$ cat config.mk
export PLATFORM = sky130hd
export DESIGN_NAME = load_bin
export DESIGN_NICKNAME = d
export VERILOG_FILES = /design/src/rtl/load_bin.sv
export SDC_FILE = /design/constraint.sdc
export NUM_CORES = 1
export LEC_CHECK = 0
export CELL_PAD_IN_SITES_DETAIL_PLACEMENT = 1
export CELL_PAD_IN_SITES_GLOBAL_PLACEMENT = 2
export CORE_MARGIN = 1.5
export CORE_UTILIZATION = 21
export DETAILED_ROUTE_END_ITERATION = 8
export HOLD_SLACK_MARGIN = 0.12
export PLACE_DENSITY_LB_ADDON = 0.1
export SLEW_MARGIN = 5
export SYNTH_ARGS = -nofsm -noshare
export SYNTH_HDL_FRONTEND = slang
export SYNTH_SLANG_ARGS = --single-unit
$ cat constraint.sdc
create_clock -name clk -period 2.4 [get_ports clk]
set_clock_uncertainty 0.15 [all_clocks]
set_input_delay 0.24 -clock clk [delete_from_list [all_inputs] [get_ports clk]]
set_output_delay 0.24 -clock clk [all_outputs]
set_load 0.02 [all_outputs]
$ cat src/rtl/load_bin.sv
// load_bin: streams one bin's clauses, var states and lvl states out of four read-only RAMs
module load_bin #(
    parameter int NUM_CLAUSES_A_BIN = 8,
    parameter int NUM_VARS_A_BIN    = 8,
    parameter int NUM_LVLS_A_BIN    = 8,
    parameter int WIDTH_CLAUSES     = 16,
    parameter int WIDTH_VAR         = 12,
    parameter int WIDTH_LVL         = 16,
    parameter int WIDTH_BIN_ID      = 10,
    parameter int WIDTH_VAR_STATES  = 30,
    parameter int WIDTH_LVL_STATES  = 30,
    parameter int ADDR_WIDTH        = 9
) (
    input  logic                        clk,
    input  logic                        rst,
    input  logic                        start_load,
    input  logic [WIDTH_BIN_ID-1:0]     cur_bin_num_i,
    input  logic [WIDTH_LVL-1:0]        base_lvl_i,
    output logic                        apply_load_o,
    output logic                        done_load,
    output logic [NUM_CLAUSES_A_BIN-1:0] wr_carray_o,
    output logic [WIDTH_CLAUSES-1:0]    clause_o,
    output logic [NUM_VARS_A_BIN-1:0]   wr_var_states_o,
    output logic [WIDTH_VAR_STATES-1:0] var_state_o,
    output logic [NUM_LVLS_A_BIN-1:0]   wr_lvl_states_o,
    output logic [WIDTH_LVL_STATES-1:0] lvl_state_o,
    output logic [ADDR_WIDTH-1:0]       ram_addr_c_o,
    input  logic [WIDTH_CLAUSES-1:0]    ram_data_c_i,
    output logic [ADDR_WIDTH-1:0]       ram_addr_v_o,
    input  logic [WIDTH_VAR-1:0]        ram_data_v_i,
    output logic [ADDR_WIDTH-1:0]       ram_addr_vs_o,
    input  logic [WIDTH_VAR_STATES-1:0] ram_data_vs_i,
    output logic [ADDR_WIDTH-1:0]       ram_addr_ls_o,
    input  logic [WIDTH_LVL_STATES-1:0] ram_data_ls_i
);
    localparam int K_W = $clog2(NUM_CLAUSES_A_BIN);

    typedef enum logic [1:0] {IDLE, LOAD, DRAIN, DONE} state_t;

    state_t               state_q, state_d;
    logic [K_W-1:0]       cnt_q, cnt_d;
    logic [WIDTH_BIN_ID-1:0] bin_q;
    logic [WIDTH_LVL-1:0] base_q;
    logic                 load_cyc;
    logic                 v1, v2, v3, e2, e3;
    logic [K_W-1:0]       i1, i2, i3;

    assign load_cyc      = state_q == LOAD;
    assign apply_load_o  = state_q == LOAD || state_q == DRAIN;
    assign done_load     = state_q == DONE;
    assign ram_addr_c_o  = load_cyc ? ADDR_WIDTH'(int'(bin_q) * NUM_CLAUSES_A_BIN + int'(cnt_q)) : '0;
    assign ram_addr_v_o  = load_cyc ? ADDR_WIDTH'(int'(bin_q) * NUM_VARS_A_BIN + int'(cnt_q)) : '0;
    assign ram_addr_ls_o = load_cyc ? ADDR_WIDTH'(int'(base_q) + int'(cnt_q)) : '0;

    // next state: LOAD walks the slot index, DRAIN waits for the var-state pipeline to empty
    always_comb begin
        state_d = state_q;
        cnt_d   = cnt_q;
        case (state_q)
            IDLE: if (start_load) begin
                state_d = LOAD;
                cnt_d   = '0;
            end
            LOAD: begin
                cnt_d = cnt_q + 1'b1;
                if (cnt_q == K_W'(NUM_CLAUSES_A_BIN - 1)) begin
                    state_d = DRAIN;
                    cnt_d   = '0;
                end
            end
            DRAIN: begin
                cnt_d = cnt_q + 1'b1;
                if (cnt_q == K_W'(3)) begin
                    state_d = DONE;
                    cnt_d   = '0;
                end
            end
            default: state_d = IDLE;
        endcase
    end

    // state register and request capture
    always_ff @(posedge clk) begin
        if (rst) begin
            state_q <= IDLE;
            cnt_q   <= '0;
            bin_q   <= '0;
            base_q  <= '0;
        end else begin
            state_q <= state_d;
            cnt_q   <= cnt_d;
            if (state_q == IDLE && start_load) begin
                bin_q  <= cur_bin_num_i;
                base_q <= base_lvl_i;
            end
        end
    end

    // slot pipeline: RAM latency, then clause/lvl write, then var-state lookup and write
    always_ff @(posedge clk) begin
        if (rst) begin
            {v1, v2, v3, e2, e3} <= '0;
            {i1, i2, i3}         <= '0;
            wr_carray_o          <= '0;
            clause_o             <= '0;
            wr_lvl_states_o      <= '0;
            lvl_state_o          <= '0;
            ram_addr_vs_o        <= '0;
            wr_var_states_o      <= '0;
            var_state_o          <= '0;
        end else begin
            v1              <= load_cyc;
            i1              <= cnt_q;
            v2              <= v1;
            i2              <= i1;
            e2              <= v1 && ram_data_v_i == '0;
            v3              <= v2;
            i3              <= i2;
            e3              <= e2;
            wr_carray_o     <= v1 ? NUM_CLAUSES_A_BIN'(1) << i1 : '0;
            clause_o        <= v1 ? ram_data_c_i : '0;
            wr_lvl_states_o <= v1 ? NUM_LVLS_A_BIN'(1) << i1 : '0;
            lvl_state_o     <= v1 ? ram_data_ls_i : '0;
            ram_addr_vs_o   <= v1 ? ram_data_v_i[ADDR_WIDTH-1:0] : '0;
            wr_var_states_o <= v3 ? NUM_VARS_A_BIN'(1) << i3 : '0;
            var_state_o     <= v3 && !e3 ? ram_data_vs_i : '0;
        end
    end
endmodule

# == Word-level counts from Yosys, hierarchy flattened ==
# Cells that the tools add are included.
# op_classes
n_reduce_logical,13
add_sub_neg,3
n_shift,2
bitwise_logic,3
eq_ne,8
muxes,10
# ops
cell,count
$add 9x3->9,2
$mux 9,2
$shl 1x3->8 const A,2
$logic_not 12->1,1
$mux 3,3
$pmux 3 s3,1
$mux 2,3
$pmux 2 s3,1
$reduce_or 2->1,3
$eq 2x2->1 const B,2
$ne 2x1->1 const B,2
$add 3x1->3 const B,1
$eq 3x2->1 const B,1
$eq 3x3->1 const B,1
$logic_and 1x1->1,3
$not 1->1,3
$reduce_and 3->1,1
$reduce_bool 3->1,1
$eq 2x1->1 const B,1
$logic_not 2->1,1
$ne 2x2->1 const B,1
$reduce_and 2->1,1
$logic_not 1->1,1
$logic_or 1x1->1,1
# word_totals
output_inout_bits,138
regBits,135
input_bits,117
elab_cells,57

# == Depth between registers and ports, before layout ==
# depth
ltp_word,4
mapped_depth,7
depth_no_buf,7

# == Least setup slack after synthesis ==
# Ideal clock, no wire load.
# synth_path
path_type,reg2out
startpoint,register cnt_q[0]
endpoint,output ram_addr_ls_o[8]
arrival_ns,1.770
setup_slack_ns,0.240
stages_incl_launch_ff,7
path_buffers,0
cell_sequence,dfxtp_1 ha_1 fa_1 a21oi_1 and4bb_2 xnor2_1 nor2_1
# synth_via
elab_chain_cells,2
# synth_lines
element,line,text
start: declaration,41,"logic [K_W-1:0] cnt_q, cnt_d;"
start signal: assignment,91,cnt_q <= cnt_d;
$add 9x3->9,53,assign ram_addr_ls_o = load_cyc ? ADDR_WIDTH'(int'(base_q) + int'(cnt_q)) : '0;
$mux 9,53,
end: declaration,33,"output logic [ADDR_WIDTH-1:0] ram_addr_ls_o,"
# No other way between the ends.

# == Final worst setup path ==
# Same ends and word-level chain as after synthesis.

==> flow_metrics.py <==
metrics = {
    "run_status": {
        "status": "finished clean",
    },
    "routing": {
        "routedWlPerCell_um": 14.2,
        "initialDrtViolationCount": 118,
        "via_per_inst": 3.89,
        "ant_nets": 0,
        "drc": 0,
        "vias": 3703,
        "firstDrtPassIters": 4,
        "drt_wl_total_um": 13600,
    },
    "logic_synthesis": {
        "synth_area_leader_cell": "dfxtp_1",
        "ys_types": 37,
        "syn_inst": 423,
        "avgSynthCellArea_um2": 10.5,
        "yosysTopAreaCellShare": 0.609,
        "ys_top_cells_by_area": "dfxtp_1 61%, and2_1 13%, ha_1 3.4%",
        "yosysMostFrequentCell": "dfxtp_1",
        "yosysWarnings": 0,
        "syn-cell-area_um2": 4440,
        "synth_edf_count": 0,
        "synth_fp_nets": 553,
        "synth-async-reset-ratio": 0,
        "synth-seq-area-share": 0.609,
        "synth_top_flop_cell": "dfxtp_1",
        "ys_seq_elements": 135,
        "synthTopCellsByCount": "135 x dfxtp_1, 95 x and2_1, 38 x nand2_1",
    },
    "clock_network": {
        "htreeDepth": 4,
        "numCtsBuffers": 17,
        "cts_root_buf": "clkbuf_16",
        "hold_buffers": 0,
        "clk_path_buf_depth": 2,
        "cts_tree": "built",
        "clock_sinks": 135,
        "clock_latency_ns": 0.41,
        "path_clk_slew_ns": 0.06,
    },
    "final_layout": {
        "areaGrowthSynthToFinish_pct": 74.6,
        "drive_gt1_frac": 0.106,
        "finalNonFillerCells": 953,
        "fin_nets": 795,
        "n_antenna_cell": 0,
    },
    "sta": {
        "tightest_slew_ns": 0.537,
        "whs_ns": 0.227,
        "drv_slew": 0,
        "finalCritPeriodShare": 0.999,
        "relSlewSlack": 0.641,
        "finalSetupTns_ns": 0,
        "rsz0062_at_grt": "yes",
        "finalCriticalPeriod_ns": 2.40,
        "hold_viol": 0,
        "max_freq_ghz": 0.417,
        "setup-violations-final": 0,
    },
    "floorplan": {
        "start_util": 0.213,
        "dieArea_um2": 22000,
        "fp.coreArea_um2": 20900,
        "die_h_um": 148,
        "row_count": 53,
        "dieWidth_um": 148,
        "io_pins": 255,
    },
    "hold_path": {
        "min_from": "cur_bin_num_i[0]",
        "hold_end": "bin_q[0]",
        "hold_path_depth": 3,
        "hp-class": "primary input to flip-flop",
    },
    "power": {
        "switchingPower_mw": 1.69,
        "ir_drop_mv": 0.442,
        "power_frac_clock": 0.428,
        "intPower_mw": 4.65,
        "p_per_area_nw_per_um2": 818,
        "p_seq_frac": 0.391,
        "power_leakage_nw": 3.10,
        "swShare": 0.266,
        "combPwrFrac": 0.181,
    },
    "setup_path": {
        "worstReg2RegEnd": "state_q[1]",
        "reg2reg_from": "state_q[1]",
        "required_ns": 2.01,
        "start_kind": "flip-flop",
        "worstSetupPathType": "flip-flop to primary output",
        "rr_worst_depth": 7,
        "cp.arrival_ns": 2.01,
        "max_stage_delay_ns": 0.35,
        "critPathMaxFanout": 2,
        "r2r_slack_ns": 0.45,
        "end_kind": "primary output",
        "path_cells": "ha_4 -> fa_2 -> a21oi_2 -> and4bb_2 -> xnor2_1 -> nor2_1 -> buf_4",
        "slowest_stage": "fa_2",
    },
    "placement": {
        "dp_cells": 921,
        "dp_hpwl_um": 10400,
        "portBuffers": 243,
        "gp_congestion": 0.734,
    },
    "grt": {
        "grt_max_degree": 37,
        "grt_pass1_wl_um": 20900,
        "grt_usage": 0.126,
        "overflow": 0,
        "grt_pass1_vias": 3904,
        "antenna_found_initial": 0,
    },
    "run": {
        "drv_cap": 0,
    },
}
## critical path, delay by kind of cell, from the launching register on
family | cells | cell delay, ns
buffers and inverters | 1 | 0.15
DFF | 1 | 0.33
and+or+nand+nor | 2 | 0.34
AOI/OAI and AO/OA | 1 | 0.14
xor gates and xnor gates | 1 | 0.12
adders and majority gates | 2 | 0.51
## metal layers
metal  GRT usage  up-vias  share of wire
li1            -     1800              -
met1       0.147     1738           0.42
met2       0.202      150           0.48
met3      0.0525       15          0.081
met4      0.0564        0          0.024
met5           0        -              0
## power by group through the flow
stage | sequential (mW) | clock (mW) | combinational, mW
2_1_floorplan | 2.60 | 0 | 0.537
3_3_place_gp | 2.51 | 0 | 1.18
3_5_place_dp | 2.52 | 0 | 1.19
4_1_cts | 2.48 | 2.81 | 1.18
5_1_grt | 2.50 | 2.92 | 1.27
6_report | 2.48 | 2.72 | 1.15
## logic make-up (layout without fill, tap and decap cells)
| group | after synthesis | in the layout | share of synthesized area |
|---|---|---|---|
| AOI/OAI and AO/OA | 27 | 27 | 0.0338 |
| xor gates and xnor gates | 6 | 6 | 0.0118 |
| adders and majority gates | 13 | 13 | 0.0383 |
| buffers and inverters | 40 | 295 | 0.0504 |
| DFF | 135 | 135 | 0.609 |
| muxes | 2 | 2 | 0.00451 |
| and+or+nand+nor | 200 | 200 | 0.252 |
## cell usage in the layout, fill, tap and decap left out, types with 3 or more instances in the layout
master             n
dfxtp_1          132
nand2b_1           4
nor4_1             4
inv_1              5
nor3_1             7
nand2_1           38
nor2b_1           12
clkbuf_16         17
nor2_1            24
and2_1            95
o21ai_0            3
a21oi_1           17
xnor2_1            5
clkinv_4           5
buf_4             19
dlygate4sd2_1     20
dfxtp_2            3
bufinv_16          3
clkdlybuf4s50_1  215
ha_1              11
## metrics by stage
step	instance area (um^2)	power (mW)	worst slack [ns]	util
6_report	7750	6.34	0.00218	0.371
5_1_grt	7750	6.69	-0.133	0.371
4_1_cts	7730	6.47	-0.0770	0.370
3_5_place_dp	7120	3.71	-0.190	0.341
3_3_place_gp	7120	3.70	-0.181	0.341
2_1_floorplan	4440	3.13	0.240	-
## how the worst max path moves through the flow
stage               from                to  cells after the start
3_3_place_gp    cnt_q[0]  ram_addr_ls_o[8]                      7
4_1_cts        base_q[0]  ram_addr_ls_o[8]                      7
5_1_grt         cnt_q[0]  ram_addr_ls_o[6]                      8
2_1_floorplan   cnt_q[0]  ram_addr_ls_o[8]                      6
6_report        cnt_q[0]  ram_addr_ls_o[8]                      7
3_5_place_dp    cnt_q[0]  ram_addr_ls_o[8]                      7
## flip-flops by register name, summed over array words and instances, names as in the netlist, 6 cells and up
register / count
lvl_state_o: 30
var_state_o: 30
clause_o: 16
wr_var_states_o: 8
bin_q: 6
ram_addr_vs_o: 9
base_q: 9
wr_lvl_states_o: 8
## layout make-up
| class | instances | area (um^2) |
|---|---|---|
| clock buffer | 19 | 453 |
| tap | 275 | 344 |
| multi-input combinational | 248 | 1560 |
| fill | 2352 | 13100 |
| sequential | 135 | 2710 |
| clock inverter | 13 | 171 |
| timing repair buffer | 257 | 2490 |
| inverter | 6 | 23.8 |
## repair_timing
item                                    4_1_cts  5_1_grt
endpoints found under the setup margin       27        8
setup buffers                                 0        1
pin swaps                                     8        9
gates resized for setup                      56       10
Note: power is estimated with default switching activity, not from simulation.
